--- config.mk ---
export PLATFORM = sky130hd
export DESIGN_NAME = cfs_fifo_push_arbiter
export DESIGN_NICKNAME = d
export VERILOG_FILES = /design/src/rtl/cfs_fifo_push_arbiter.sv
export SDC_FILE = /design/constraint.sdc
export NUM_CORES = 1
export LEC_CHECK = 0
export BUFFER_PORTS_ARGS = -buffer_cell sky130_fd_sc_hd__buf_2
export CORE_ASPECT_RATIO = 1.75
export CORE_MARGIN = 2
export CORE_UTILIZATION = 35
export DETAILED_ROUTE_END_ITERATION = 6
export GPL_ROUTABILITY_DRIVEN = 0
export PLACE_DENSITY = 0.85
export REMOVE_ABC_BUFFERS = 1
export SLEW_MARGIN = 15
export SYNTH_ARGS = -nofsm -noshare
export SYNTH_HDL_FRONTEND = slang
export SYNTH_SLANG_ARGS = --single-unit
--- constraint.sdc ---
create_clock -name clk -period 2.1 [get_ports clk]
set_input_delay 0.525 -clock clk [delete_from_list [all_inputs] [get_ports clk]]
set_output_delay 0.525 -clock clk [all_outputs]
set_load 0.03 [all_outputs]
--- src/rtl/cfs_fifo_push_arbiter.sv ---
// Round-robin push arbiter sharing one FIFO push port among NUM_REQ sources; 1-cycle grant latency,
// bursts of up to MAX_BURST beats; FIFO full stalls the burst in place (no release on stall).
module cfs_fifo_push_arbiter #(
  parameter  int NUM_REQ    = 4,
  parameter  int DATA_WIDTH = 32,
  parameter  int MAX_BURST  = 4,
  localparam int IDW        = $clog2(NUM_REQ),
  localparam int BCW        = $clog2(MAX_BURST + 1)
) (
  input  logic                          clk,
  input  logic                          reset,
  input  logic [NUM_REQ-1:0]            req_valid,
  input  logic [NUM_REQ*DATA_WIDTH-1:0] req_data,
  output logic [NUM_REQ-1:0]            req_ready,
  output logic                          fifo_push_valid,
  output logic [DATA_WIDTH-1:0]         fifo_push_data,
  input  logic                          fifo_push_ready,
  output logic                          grant_active,
  output logic [IDW-1:0]                grant_id,
  output logic [BCW-1:0]                beat_cnt
);

  typedef enum logic {
    ST_IDLE  = 1'b0,
    ST_GRANT = 1'b1
  } state_t;

  localparam logic [BCW-1:0] LAST_BEAT = BCW'(MAX_BURST - 1);
  localparam logic [IDW-1:0] LAST_ID   = IDW'(NUM_REQ - 1);

  state_t         state_q, state_d;
  logic [IDW-1:0] rr_ptr_q, rr_ptr_d;
  logic [IDW-1:0] grant_id_q, grant_id_d;
  logic [BCW-1:0] beat_cnt_q, beat_cnt_d;

  logic [IDW-1:0]        winner;
  logic [IDW-1:0]        cand;
  logic                  any_req;
  logic [DATA_WIDTH-1:0] sel_data;
  logic                  sel_valid;
  logic                  beat;

  // Scan from the highest offset down so the lowest offset from rr_ptr wins.
  always_comb begin
    winner  = rr_ptr_q;
    cand    = '0;
    any_req = |req_valid;
    for (int k = NUM_REQ - 1; k >= 0; k--) begin
      cand = IDW'((int'(rr_ptr_q) + k) % NUM_REQ);
      if (req_valid[cand]) begin
        winner = cand;
      end
    end
  end

  always_comb begin
    sel_data  = '0;
    sel_valid = 1'b0;
    for (int i = 0; i < NUM_REQ; i++) begin
      if (grant_id_q == IDW'(i)) begin
        sel_data  = req_data[i*DATA_WIDTH +: DATA_WIDTH];
        sel_valid = req_valid[i];
      end
    end
  end

  // fifo_push_valid depends only on grant state and req_valid, never on fifo_push_ready.
  always_comb begin
    state_d         = state_q;
    rr_ptr_d        = rr_ptr_q;
    grant_id_d      = grant_id_q;
    beat_cnt_d      = beat_cnt_q;
    req_ready       = '0;
    fifo_push_valid = 1'b0;
    fifo_push_data  = '0;
    beat            = 1'b0;

    case (state_q)
      ST_IDLE: begin
        if (any_req) begin
          grant_id_d = winner;
          beat_cnt_d = '0;
          state_d    = ST_GRANT;
        end
      end
      ST_GRANT: begin
        fifo_push_valid       = sel_valid;
        fifo_push_data        = sel_data;
        req_ready[grant_id_q] = fifo_push_ready;
        beat                  = sel_valid & fifo_push_ready;
        if (!sel_valid || (beat && (beat_cnt_q == LAST_BEAT))) begin
          rr_ptr_d   = (grant_id_q == LAST_ID) ? '0 : grant_id_q + IDW'(1);
          beat_cnt_d = '0;
          state_d    = ST_IDLE;
        end else if (beat) begin
          beat_cnt_d = beat_cnt_q + BCW'(1);
        end
      end
      default: begin
        state_d = ST_IDLE;
      end
    endcase

    if (reset) begin
      req_ready       = '0;
      fifo_push_valid = 1'b0;
      fifo_push_data  = '0;
    end
  end

  always_ff @(posedge clk) begin
    if (reset) begin
      state_q    <= ST_IDLE;
      rr_ptr_q   <= '0;
      grant_id_q <= '0;
      beat_cnt_q <= '0;
    end else begin
      state_q    <= state_d;
      rr_ptr_q   <= rr_ptr_d;
      grant_id_q <= grant_id_d;
      beat_cnt_q <= beat_cnt_d;
    end
  end

  assign grant_active = (state_q == ST_GRANT);
  assign grant_id     = grant_id_q;
  assign beat_cnt     = beat_cnt_q;

endmodule
# [After elaboration in Yosys (flattened, before gate mapping)]
# Index checks and enable logic that the tools add are counted.
[op_classes] addsub=5 n_reduce_logical=9 eq_ne=6 order_cmp=6 mux=36 bitwise_logic=3
[op_table] op="2-to-1 mux 32 bit" count=6
[op_table] op="< comparator 2 x 3 -> 1 bit (second input constant)" count=5
[op_table] op="2-to-1 mux 1 bit" count=13
[op_table] op="2-to-1 mux 2 bit" count=5
[op_table] op="2-to-1 mux 3 bit" count=3
[op_table] op="binary-select mux 1 bit (select 2 bit)" count=4
[op_table] op="2-to-1 mux 4 bit" count=2
[op_table] op="case mux 3 bit (2 select lines)" count=1
[op_table] op="AND reduction 2 bit" count=3
[op_table] op="adder 2 x 1 -> 2 bit (second input constant)" count=2
[op_table] op="adder 2 bit (second input constant)" count=2
[op_table] op="AND 4 bit" count=1
[op_table] op="== test 2 bit (second input constant)" count=2
[op_table] op="OR reduction 4 bit" count=1
[op_table] op="adder 3 x 1 -> 3 bit (second input constant)" count=1
[op_table] op="== test 3 x 2 -> 1 bit (second input constant)" count=1
[op_table] op="!= test 3 x 1 -> 1 bit (second input constant)" count=1
[op_table] op="demux 1 bit (select 2 bit)" count=1
[op_table] op="== test 2 x 1 -> 1 bit (second input constant)" count=1
[op_table] op=">= comparator 2 x 1 -> 1 bit (second input constant)" count=1
[op_table] op="logical AND 1 bit" count=2
[op_table] op="logical NOT 2 bit" count=1
[op_table] op="!= test 2 bit (second input constant)" count=1
[op_table] op="case mux 1 bit (2 select lines)" count=1
[op_table] op="other kinds (4)" count=4
[totals] ff_bits=8 output_inout_bits=43 inputBits=135

# [Depth between registers and ports, before layout]
[depth] ltp_word=10 mapped_depth=9 mapped_depth_nobuf=6

# [Worst setup path before layout]
# No wires, ideal clock.
[synth_path] path_kind="reg-to-output" startpoint="reg grant_id_q[1], in the netlist grant_id[1]" endpoint="out fifo_push_data[10]" arrival_ps=1910 path_buffers=3 required_time_ps=1575 path_stages_with_launch=10 slack_ps=-335 cell_sequence="dfxtp_1 -> inv_1 -> ha_1 -> buf_2 -> nor2b_1 -> buf_2 -> buf_2 -> a22oi_1 -> o21ai_0 -> a22o_1"
[synth_between] elab_chain_len=7 word_cells_on_any_way=10 classes_between="3 x eq/ne; 6 x mux; 1 x reduce/logical"
[synth_rtl] element="start, declared" line_no="33" source="logic [IDW-1:0] grant_id_q, grant_id_d;"
[synth_rtl] element="start signal, assigned" line_no="120" source="grant_id_q <= grant_id_d;"
[synth_rtl] element="logical NOT 2 bit" line_no="60" source="if (grant_id_q == IDW'(i)) begin"
[synth_rtl] element="2-to-1 mux 32 bit (3 in a row)" line_no="60"
[synth_rtl] element="2-to-1 mux 32 bit (*)" line_no="60"
[synth_rtl] element="2-to-1 mux 32 bit (*)" line_no="78" source="case (state_q)"
[synth_rtl] element="2-to-1 mux 32 bit (*)" line_no="104" source="if (reset) begin"
[synth_rtl] element="end, declared" line_no="16" source="output logic [DATA_WIDTH-1:0] fifo_push_data,"
# Mark *: on every way between the ends. The rest lies on a longest branch, timed or not.

# [Worst setup path after layout]
[layout_path] startpoint="reg grant_id_q[1], in the netlist grant_id[1]" endpoint="out fifo_push_data[2]"
# The elaborated chain is that of the path after synthesis.

==> out/metrics.cfg <==
[synthesis]
synth_area_per_cell_um2=6.760
synth-warning-count=0
syn_area_um2=1561
syn_inst=231
synth.area.top_cells=a22o_1, a22oi_1, o21ai_0
async_flop_share_pct=0
synth_top_cell_area_share_pct=17.95
synth_seq_area_share_pct=10.26
synth_edf_count=0
synthFlopType=dfxtp_1
yosys.area.top_type=a22o_1
synth.distinct_cells=36
synth_common_cells=nand2_1, o21ai_0, a22o_1, a22oi_1, buf_2
ys_ff_latch=8
yosysMostFrequentCell=nand2_1

[placed_design]
dp_cells=451
portBuffers=177
dp_hpwl_um=5584

[route]
antenna_left=0
remaining_drc_errors=0
wire_per_inst_um=18.59
postRouteWirelength_um=8811
vias=2775
firstDrtPassIters=4
drt_iter0_markers=97
via_per_inst=5.854

[timing]
grt_setup_unrepaired=yes
setup_violations=33
hold_ws_ps=501.1
hold_viol=0
slew_headroom_pct=73.33
tightest_slew_ps=399.2
slew_violations=0
setup_ws_ps=-172.2
fin_crit_ps=2272
fin_crit_sh_pct=108.2
skew_ps=2.222
max_freq_mhz=440.1

[setup_path]
regToRegEndpoint=beat_cnt[0]
crit_fanout=9
r2r_start=grant_id[1]
worstSetupPathType=reg2out
crit_required_ps=1570
critPathSlowestCell=dfxtp_4
r2r_setup_slack_ps=30
crit_path_start_kind=flip-flop
max_stage_delay_ps=360
worst_setup_path_end_kind=output port
worstRegToRegCells=13
arrival_ps=1750
crit_chain=inv_4 -> ha_4 -> nor2b_4 -> buf_8 -> a22oi_2 -> o21ai_1 -> a22o_1 -> buf_6

[power]
power_mw=1.438
leakage_nw=1.590
ir_worst_vdd_mv=0.4955
clockPowerShare_pct=13.5
seq_power_share_pct=12.3
sw_frac_of_total_pct=43.36
p_per_area_nw_per_um2=432.3
internal_power_uw=814.6
combPwrFrac_pct=74.2
p_switching_uw=623.5

[global_route]
met1_usage_pct=35.66
grtUsageTotal_pct=36.44
grt_pass1_vias=2788
grt_util_met3_pct=18.06
grt-ovfl-total=0
antenna_found_initial=1
busiest_layer=met2
grt_max_degree=58
grt_pass1_wl_um=13490
grtUsageMet2_pct=58.43

[floorplan]
die_h_um=92.36
ios=178
initial_core_util_pct=35.78
core-area_um2=4364
die_w_um=54.49
dieArea_um2=5033
rows=32

[min_path]
hold_path_startpoint=beat_cnt[1]
whs_path_depth=2
holdPathEnd=beat_cnt[1]
hold_class=reg2reg

[cells_and_area]
finalNonFillerCells=474
synthToLayoutAreaGrowth_pct=113.1
final_nets=565
drive_gt1_share_pct=64.93

[clocking]
cts_tree=done
clk_pin_slew_ps=40
cts_buffers=3
root_buffer=clkbuf_8
h-tree-depth=1
cts.sinks=8
clk_path_buf_depth=2
clk_latency_ps=240

[flow_run]
maxCapViolCount=0

[run_status]
violations=setup timing
outcome=finished with violations

## cells by family after synthesis
group,share of synthesized area (%)
compound gates,54.81
fa+ha+maj,4.808
buf+inv,9.375
flops,10.26
mux,0.6411
simple gates,20.11
## metrics by stage
step / TNS (ps) / worst slack (ps) / utilization, % / area (um2)
2_1_floorplan: -50420 / -1444 / - / 1445
3_3_place_gp: -19390 / -650.9 / 58.66 / 2560
3_5_place_dp: -21220 / -708.7 / 58.66 / 2560
4_1_cts: -2474 / -116.2 / 74.83 / 3266
5_1_grt: -6112 / -253.1 / 76.23 / 3327
6_report: -3616 / -172.2 / 76.23 / 3327
## worst max-delay path, delay by kind of cell (launching register included)
family,cells,cell delay [ps]
buffers and inverters,3,370
DFF,1,360
and+or+nand+nor,1,190
adders and majority gates,1,200
AOI/OAI and AO/OA,3,390
## cells in the final DEF, fill, tap and decap left out, types with 2 or more instances in the layout
cell / instances
a211oi_1: 3
nor2_1: 4
dfxtp_1: 6
ha_4: 4
inv_4: 2
a22o_1: 32
nand2_2: 2
and2_1: 2
nor2b_1: 4
nor2b_4: 3
dfxtp_4: 2
buf_16: 2
clkbuf_8: 3
o21ai_1: 28
a22oi_2: 32
nand2_1: 35
o21ai_2: 4
o32ai_1: 2
and3_1: 4
a21oi_1: 4
inv_1: 5
ha_1: 2
buf_12: 6
buf_4: 24
nor2_2: 2
buf_6: 34
buf_2: 144
nand3_1: 2
o21ai_0: 5
## worst max path at each step
stage	startpoint	to	slack (ps)	cells after the start
6_report	grant_id[1]	fifo_push_data[2]	-170	8
5_1_grt	grant_id[1]	fifo_push_data[2]	-250	8
4_1_cts	grant_id[0]	fifo_push_data[31]	-120	8
3_5_place_dp	grant_id[0]	fifo_push_data[3]	-710	7
3_3_place_gp	grant_id[0]	fifo_push_data[9]	-650	7
2_1_floorplan	grant_id[1]	fifo_push_data[30]	-1440	6
## final cells by class
cell class | count | area, um2
Sequential cell | 8 | 167.7
Multi-Input combinational cell | 192 | 1543
Antenna cell | 1 | 2.502
Inverter | 8 | 35.03
Tap cell | 51 | 63.81
Clock buffer | 3 | 41.29
Fill cell | 304 | 1037
Timing Repair Buffer | 211 | 1474
## what timing repair did
| action | CTS | global route |
|---|---|---|
| buffers inserted | 16 | 1 |
| cloned | 3 | 0 |
| hold endpoints to repair | 0 | 0 |
| endpoints found under the setup margin | 34 | 34 |
| hold buffers | 0 | 0 |
| pin swaps | 14 | 9 |
| resized for setup | 156 | 12 |
## power groups by stage
stage	Combinational [mW]	Clock (mW)	Sequential, mW
3_3_place_gp	0.693	0	0.174
3_5_place_dp	0.710	0	0.175
4_1_cts	1.02	0.193	0.175
6_report	1.07	0.194	0.176
2_1_floorplan	0.401	0	0.190
5_1_grt	1.14	0.210	0.178
## sequential cells by signal, summed over array words and instances (netlist names)
signal,flops
rr_ptr_q,2
beat_cnt,3
grant_id,2
grant_active,1
## per-layer routing
layer  wire [um]  up-vias
li1            -     1279
met1        2944     1283
met2        4583      179
met3         906       34
met4         377        0
met5           0        -
Note: power is estimated with default switching activity, not from simulation.
